### src/rtl/pc_pkg.sv
// rtl/pc_pkg.sv - shared types and constants for the fetch-address generator
package pc_pkg;

    typedef enum logic [1:0] {
        BOOT  = 2'd0,
        RUN   = 2'd1,
        FAULT = 2'd2
    } pc_state_e;

    localparam logic [1:0] CAUSE_NONE = 2'd0;
    localparam logic [1:0] CAUSE_BR   = 2'd1;
    localparam logic [1:0] CAUSE_JMP  = 2'd2;
    localparam logic [1:0] CAUSE_TRAP = 2'd3;

endpackage

### src/rtl/pc_next_sel.sv
// rtl/pc_next_sel.sv - combinational next-PC priority mux with target alignment check
module pc_next_sel
    import pc_pkg::*;
#(
    parameter int XLEN       = 32,
    parameter int ILEN_BYTES = 4
) (
    input  logic [XLEN-1:0] pc,
    input  logic            stall,
    input  logic            imem_ready,
    input  logic            branch_taken,
    input  logic [XLEN-1:0] branch_pc,
    input  logic [XLEN-1:0] branch_offset,
    input  logic            jump_valid,
    input  logic [XLEN-1:0] jump_target,
    input  logic            trap_valid,
    input  logic [XLEN-1:0] trap_vector,
    output logic [XLEN-1:0] next_pc,
    output logic            take_redirect,
    output logic [1:0]      cause,
    output logic            misaligned
);

    localparam logic [XLEN-1:0] ALIGN_MASK = XLEN'(ILEN_BYTES - 1);

    logic [XLEN-1:0] br_target;

    assign br_target = branch_pc + branch_offset;

    // A misaligned winner is rejected outright; lower-priority sources never get a turn.
    always_comb begin
        next_pc       = pc + XLEN'(ILEN_BYTES);
        take_redirect = 1'b0;
        cause         = CAUSE_NONE;
        misaligned    = 1'b0;
        if (trap_valid) begin
            next_pc       = trap_vector & ~ALIGN_MASK;
            take_redirect = 1'b1;
            cause         = CAUSE_TRAP;
        end else if (branch_taken) begin
            if (|(br_target & ALIGN_MASK)) begin
                next_pc    = pc;
                misaligned = 1'b1;
            end else begin
                next_pc       = br_target;
                take_redirect = 1'b1;
                cause         = CAUSE_BR;
            end
        end else if (jump_valid) begin
            if (|(jump_target & ALIGN_MASK)) begin
                next_pc    = pc;
                misaligned = 1'b1;
            end else begin
                next_pc       = jump_target;
                take_redirect = 1'b1;
                cause         = CAUSE_JMP;
            end
        end else if (stall || !imem_ready) begin
            next_pc = pc;
        end
    end

endmodule

### src/rtl/pc_gen.sv
// rtl/pc_gen.sv - fetch PC register, boot/run/fault FSM and registered redirect status
module pc_gen
    import pc_pkg::*;
#(
    parameter int              XLEN         = 32,
    parameter logic [XLEN-1:0] RESET_VECTOR = XLEN'(32'h0040_0000),
    parameter int              ILEN_BYTES   = 4
) (
    input  logic            clock,
    input  logic            reset_n,
    input  logic            stall,
    input  logic            imem_ready,
    input  logic            branch_taken,
    input  logic [XLEN-1:0] branch_pc,
    input  logic [XLEN-1:0] branch_offset,
    input  logic            jump_valid,
    input  logic [XLEN-1:0] jump_target,
    input  logic            trap_valid,
    input  logic [XLEN-1:0] trap_vector,
    output logic [XLEN-1:0] pc,
    output logic            pc_valid,
    output logic            flush,
    output logic [1:0]      redirect_cause,
    output logic            misaligned_fault
);

    pc_state_e       state_q;
    logic [XLEN-1:0] pc_q;
    logic            pc_valid_q;
    logic            flush_q;
    logic [1:0]      cause_q;
    logic            fault_q;

    logic [XLEN-1:0] pc_d;
    logic            redirect_d;
    logic [1:0]      cause_d;
    logic            misaligned_d;

    pc_next_sel #(
        .XLEN       (XLEN),
        .ILEN_BYTES (ILEN_BYTES)
    ) u_next_sel (
        .pc            (pc_q),
        .stall         (stall),
        .imem_ready    (imem_ready),
        .branch_taken  (branch_taken),
        .branch_pc     (branch_pc),
        .branch_offset (branch_offset),
        .jump_valid    (jump_valid),
        .jump_target   (jump_target),
        .trap_valid    (trap_valid),
        .trap_vector   (trap_vector),
        .next_pc       (pc_d),
        .take_redirect (redirect_d),
        .cause         (cause_d),
        .misaligned    (misaligned_d)
    );

    always_ff @(posedge clock or negedge reset_n) begin
        if (!reset_n) begin
            state_q    <= BOOT;
            pc_q       <= RESET_VECTOR;
            pc_valid_q <= 1'b0;
            flush_q    <= 1'b0;
            cause_q    <= CAUSE_NONE;
            fault_q    <= 1'b0;
        end else begin
            flush_q <= 1'b0;
            fault_q <= 1'b0;
            case (state_q)
                BOOT: begin
                    state_q    <= RUN;
                    pc_valid_q <= 1'b1;
                end
                RUN: begin
                    if (misaligned_d) begin
                        state_q    <= FAULT;
                        pc_valid_q <= 1'b0;
                        fault_q    <= 1'b1;
                    end else begin
                        pc_q <= pc_d;
                        if (redirect_d) begin
                            flush_q <= 1'b1;
                            cause_q <= cause_d;
                        end
                    end
                end
                FAULT: begin
                    // Only a trap recovers; the selector already puts trap first.
                    if (trap_valid) begin
                        state_q    <= RUN;
                        pc_valid_q <= 1'b1;
                        pc_q       <= pc_d;
                        flush_q    <= 1'b1;
                        cause_q    <= CAUSE_TRAP;
                    end
                end
                default: begin
                    state_q    <= BOOT;
                    pc_valid_q <= 1'b0;
                end
            endcase
        end
    end

    assign pc               = pc_q;
    assign pc_valid         = pc_valid_q;
    assign flush            = flush_q;
    assign redirect_cause   = cause_q;
    assign misaligned_fault = fault_q;

endmodule

### config.mk
export PLATFORM = sky130hd
export DESIGN_NAME = pc_gen
export DESIGN_NICKNAME = d
export VERILOG_FILES = /design/src/rtl/pc_pkg.sv /design/src/rtl/pc_next_sel.sv /design/src/rtl/pc_gen.sv
export SDC_FILE = /design/constraint.sdc
export NUM_CORES = 1
export LEC_CHECK = 0
export CAP_MARGIN = 20
export CORE_UTILIZATION = 45
export CTS_CLUSTER_DIAMETER = 30
export DETAILED_ROUTE_END_ITERATION = 12
export MAX_ROUTING_LAYER = met4
export PLACE_DENSITY = 0.78
export RECOVER_POWER = 100
export SYNTH_ARGS = -nofsm -noshare
export SYNTH_HDL_FRONTEND = slang
export SYNTH_SLANG_ARGS = --single-unit
export TNS_END_PERCENT = 20
### constraint.sdc
create_clock -name clock -period 7.3 [get_ports clock]
set_clock_uncertainty 0.2 [all_clocks]
set_input_delay 1.825 -clock clock [delete_from_list [all_inputs] [get_ports clock]]
set_output_delay 1.825 -clock clock [all_outputs]
set_load 0.01 [all_outputs]
# Word level (Yosys, flattened, before mapping)
# Cells that the tools add are included.
# word_totals
n_memories	0
ramBits	0
regBits	39
rom_bits	0
output_inout_bits	37
elab_cells	63
in_bits	135
latch_bits	0
# classes
add_sub_neg	2
n_mul	0
mux	40
n_shift	0
eq_ne	6
bitwise	0
magnitude_cmp	0
div_mod_pow	0
reduce_logical	9
# op_table
operator	n
$mux 32	8
$pmux 32 s2	1
$add 32x3->32 const B	1
$add 32x32->32	1
$mux 1	18
$mux 2	9
$ne 2x2->1 const B	4
$pmux 2 s3	1
$pmux 2 s2	1
$reduce_and 4->1	1
$reduce_or 2->1	2
$pmux 1 s3	1
$reduce_and 3->1	1
$eq 2x1->1 const B	1
$eq 2x2->1 const B	1
$logic_not 2->1	1
$pmux 1 s2	1
$reduce_and 2->1	1
$reduce_bool 2->1	1
$logic_not 1->1	1
$logic_or 1x1->1	1

# Logic depth before layout (Yosys ltp)
# logic_depth
depth_word	8
mapped_depth	11
depth_no_buf	11

# By module
# Synthesis repeated with hierarchy kept, for this count alone.
# hier_totals
hier_cells	759
area_unflattened_um2	5469.0
# modules_own_cells
module	area_per_inst_um2	cells_each	n_inst	seq_area_each_um2
pc_next_sel	3916.3	659	1	0.0
pc_gen	1552.7	100	1	952.2

# Worst setup path before layout
# Ideal clock, no wire load.
# synth_path
kind	input to register
from	input branch_pc[18]
to	register pc_q[29], in the netlist pc[29]
arrival_ns	3.974
setup_time_ns	0.132
path_buffers	0
cell_stages	9
t_required_ns	6.968
path_slack_ns	2.994
path_cell_list	ha_1 > and2_4 > a221o_1 > a221o_1 > a31o_1 > a41o_2 > a21boi_4 > mux2i_1 > o211ai_2
# synth_via
elab_chain_len	6
elab_cells_between_ends	7
classes_between	add/sub: 1; mux: 6
# synth_lines
element	line_no	text
start: declaration	pc_gen.sv:14	input logic [XLEN-1:0] branch_pc,
$add 32x32->32 (*)	pc_next_sel.sv:28	assign br_target = branch_pc + branch_offset;
$mux 32 (*)	pc_next_sel.sv:41	if (|(br_target & ALIGN_MASK)) begin
$mux 32 (*)	pc_next_sel.sv:40	end else if (branch_taken) begin
$mux 32 (*)	pc_next_sel.sv:36	if (trap_valid) begin
$mux 32 (on tied branches)	pc_gen.sv:90, pc_gen.sv:76	
$pmux 32 s2 (*)	pc_gen.sv:70	case (state_q)
end signal: assignment	pc_gen.sv:81	pc_q <= pc_d;
end signal: assignment	pc_gen.sv:93	pc_q <= pc_d;
end: declaration	pc_gen.sv:28	logic [XLEN-1:0] pc_q;
# Mark *: on every way between the ends. The rest lies on a longest branch, timed or not. The select of a mux whose other input is x is not followed.
# A chain may end at the register's enable or synchronous reset.

# Final worst setup path
# layout_path
from	input jump_valid
to	register pc_q[25], in the netlist pc[25]
# layout_via
elab_chain_len	5
elab_cells_between_ends	11
classes_between	eq/ne: 1; mux: 9; reduce/logical: 1
# layout_lines
element	line_no	text
start: declaration	pc_gen.sv:16	input logic jump_valid,
$mux 32 / $mux 1 (equally long branches)	pc_next_sel.sv:49	end else if (jump_valid) begin
$mux 32 / $mux 1 (equally long branches)	pc_next_sel.sv:40	
$mux 32 / $mux 1 (equally long branches)	pc_next_sel.sv:36	
$mux 32, or another cell as far along	pc_gen.sv:90	if (trap_valid) begin
$pmux 32 s2 / $reduce_and 3->1 (equally long branches)	n/a	
# Parallel ways exist; a longest one is shown, timed or not. The select of a mux whose other input is x is not followed.

==> results.py <==
metrics = {
    "outcome": {
        "status": "finished, violations left",
        "violations": "capacitance limit, slew limit",
    },
    "clock_tree": {
        "cts_hold_buf": 0,
        "cts_tree": "done",
        "clock_path_buffers": 2,
        "clkSinkCount": 38,
        "postCtsSetupBuffers": 0,
        "root_buffer": "clkbuf_8",
        "cts_resized": 0,
        "ctsHtreeMaxLevel": 2,
        "clock_latency_ps": 300,
        "cts_buffers": 5,
        "path_clk_slew_ps": 80,
    },
    "timing": {
        "slew_headroom_pct": -41.9,
        "timing.final.ws_setup_ps": 1590,
        "fmax_ghz": 0.175,
        "finalSetupViolations": 0,
        "min_period_over_period_pct": 78.2,
        "maxSlewViolCount": 39,
        "rsz0062_at_grt": "no",
        "setup_tns_ps": 0,
        "worst_pin_slew_ps": 2130,
        "hold_viol_final": 0,
        "timing.final.crit_period_ps": 5710,
    },
    "yosys": {
        "synth_top_family_by_area": "compound AO/OA/AOI/OAI gates",
        "synth_fa_ha_area_share_pct": 9.80,
        "synth_compound_area_share_pct": 30.3,
        "synth-edff-count": 0,
        "yosys_warnings": 0,
        "synth_area_per_cell_um2": 7.50,
        "synth-simple-area-share_pct": 23.0,
        "synth.top_cell.area_share_pct": 19.8,
        "seq_area_frac_synth_pct": 20.4,
        "synth_cell_type_count": 73,
        "post_synth_mux_area_share_pct": 3.88,
        "yosys.area_share.xor_xnor_pct": 8.62,
        "synthTopCellsByCount": "a21oi_1, nand2_1, o21ai_0",
        "netlist_instances": 623,
        "synth_ff_type": "dfrtp_1",
        "ys_async_sr_fraction_pct": 100,
        "yosysMostFrequentCell": "a21oi_1",
        "ys_ff_latch": 38,
        "syn_area_mm2": 0.00467,
        "synth.area.top_cells": "dfrtp_1, ha_1, a21oi_1, o21ai_0, nand2_1",
        "syn_nets": 794,
        "synth_top_area_cell": "dfrtp_1",
    },
    "grt": {
        "first_global_vias": 5141,
        "antenna_found_initial": 0,
        "grt_max_degree": 39,
        "grt.overflow.total": 0,
        "grtUsageTotal_pct": 30.4,
        "grt_pass1_wl_mm": 25.9,
    },
    "layout": {
        "final_cell_area_mm2": 0.00654,
        "fin_cells": 909,
        "drive_gt1_share_pct": 4.25,
        "n_antenna_cell": 0,
        "layout.nets": 946,
        "area_growth_pct": 40.0,
    },
    "routing": {
        "vias_per_cell": 5.94,
        "wire_per_inst_um": 17.6,
        "postRouteAntennaNets": 0,
        "wl_mm": 16.0,
        "drt_pass1_iterations": 5,
        "vias": 5399,
        "drt_first_iter_violations": 338,
        "drc_errors": 0,
    },
    "floorplanning": {
        "start_util_pct": 47.1,
        "fp.coreArea_mm2": 0.00991,
        "die_y_um": 104,
        "chipWidth_um": 104,
        "std_cell_rows": 36,
        "fp.dieArea_mm2": 0.0108,
        "io_pins": 172,
    },
    "place": {
        "dp_hpwl_mm": 12.3,
        "post-place-ws_ps": 1800,
        "placed_area_mm2": 0.00646,
        "place.gp.congestion": 1.01,
        "dp.cells": 901,
        "io_buffer_count": 169,
    },
    "setup_path": {
        "cp_data_arrival_time_ps": 5720,
        "cp_max_fo": 28,
        "required_ps": 7310,
        "crit_path_end_kind": "register",
        "critical_path_class": "input port to register",
        "critPathLaunchType": "input port",
        "r2r_setup_slack_ps": 3750,
    },
    "flow_run": {
        "drv_cap": 1,
    },
    "power_and_ir_drop": {
        "finalPower_mw": 1.57,
        "powerDensity_mw_per_mm2": 240,
        "p_leak_nw": 2.64,
        "peakVddDrop_uv": 130,
    },
    "hold_path": {
        "hp-class": "register to register",
    },
}
sequential cells by signal, indices dropped and copies added, names as in the netlist:
register	flops
misaligned_fault	1
state_q	2
redirect_cause	2
flush	1
pc	32
worst paths after layout:
kind                             from  cells past startpoint  endpoint
max                        jump_valid                      9    pc[25]
min                             pc[0]                      1     pc[0]
max reg2reg                state_q[0]                      9    pc[25]
min reg2reg                     pc[0]                      1     pc[0]
max in group asynchronous     reset_n                      1    pc[16]
min in group asynchronous     reset_n                      1     pc[2]
area by class of cell:
| class | instances | area [um2] |
|---|---|---|
| Multi-Input combinational cell | 535 | 3530 |
| Timing Repair Buffer | 176 | 1730 |
| Tap cell | 133 | 166 |
| Fill cell | 872 | 3370 |
| Inverter | 19 | 71.3 |
| Sequential cell | 38 | 952 |
| Clock inverter | 1 | 5.00 |
| Clock buffer | 7 | 86.3 |
stage by stage:
step	util [%]	hold WS, ps
floorplan	-	286
global placement	65.2	285
detailed placement	65.2	293
CTS	66.1	314
global route	66.0	356
finish	66.0	304
logic make-up after synthesis:
group / after synthesis
buf+inv: 50
mux: 18
compound gates: 222
xor+xnor: 46
simple gates: 213
fa+ha+maj: 36
flops: 38
metal layers:
metal / up-vias / track usage, % / share of wire [%]
met4: 0 / 9.29 / 2.5
li1: 2602 / - / -
met3: 36 / 4.76 / 7.7
met1: 2501 / 39.6 / 44
met2: 260 / 48.5 / 46
met5: - / - / 0
worst max-delay path, stage by stage:
cell	delay [ps]
dlygate4sd3_1	1050
or3b_1	460
o311ai_0	180
o2111ai_1	650
buf_4	460
nor2_1	420
and2_0	350
a311oi_1	90
a22oi_1	200
where the power goes:
part           internal [mW]  switching [mW]
Sequential             0.310           0.139
Clock                 0.0763          0.0787
Combinational          0.461           0.504
cell usage in the layout (no fill, tap or decap), types with 7 or more instances in the layout:
cell type	n
a211oi_1	11
a21oi_1	71
a31oi_1	7
and3_1	9
clkdlybuf4s50_1	128
dfrtp_1	37
dlygate4sd3_1	39
ha_1	35
inv_1	18
mux2i_1	17
nand2_1	70
nand2b_1	9
nand3_1	21
nand4_1	10
nor2_1	39
nor2b_1	9
nor3_1	9
o211ai_1	10
o21ai_0	60
or3_1	10
xnor2_1	26
xor2_1	20
Power figures use the tool's default switching activity.
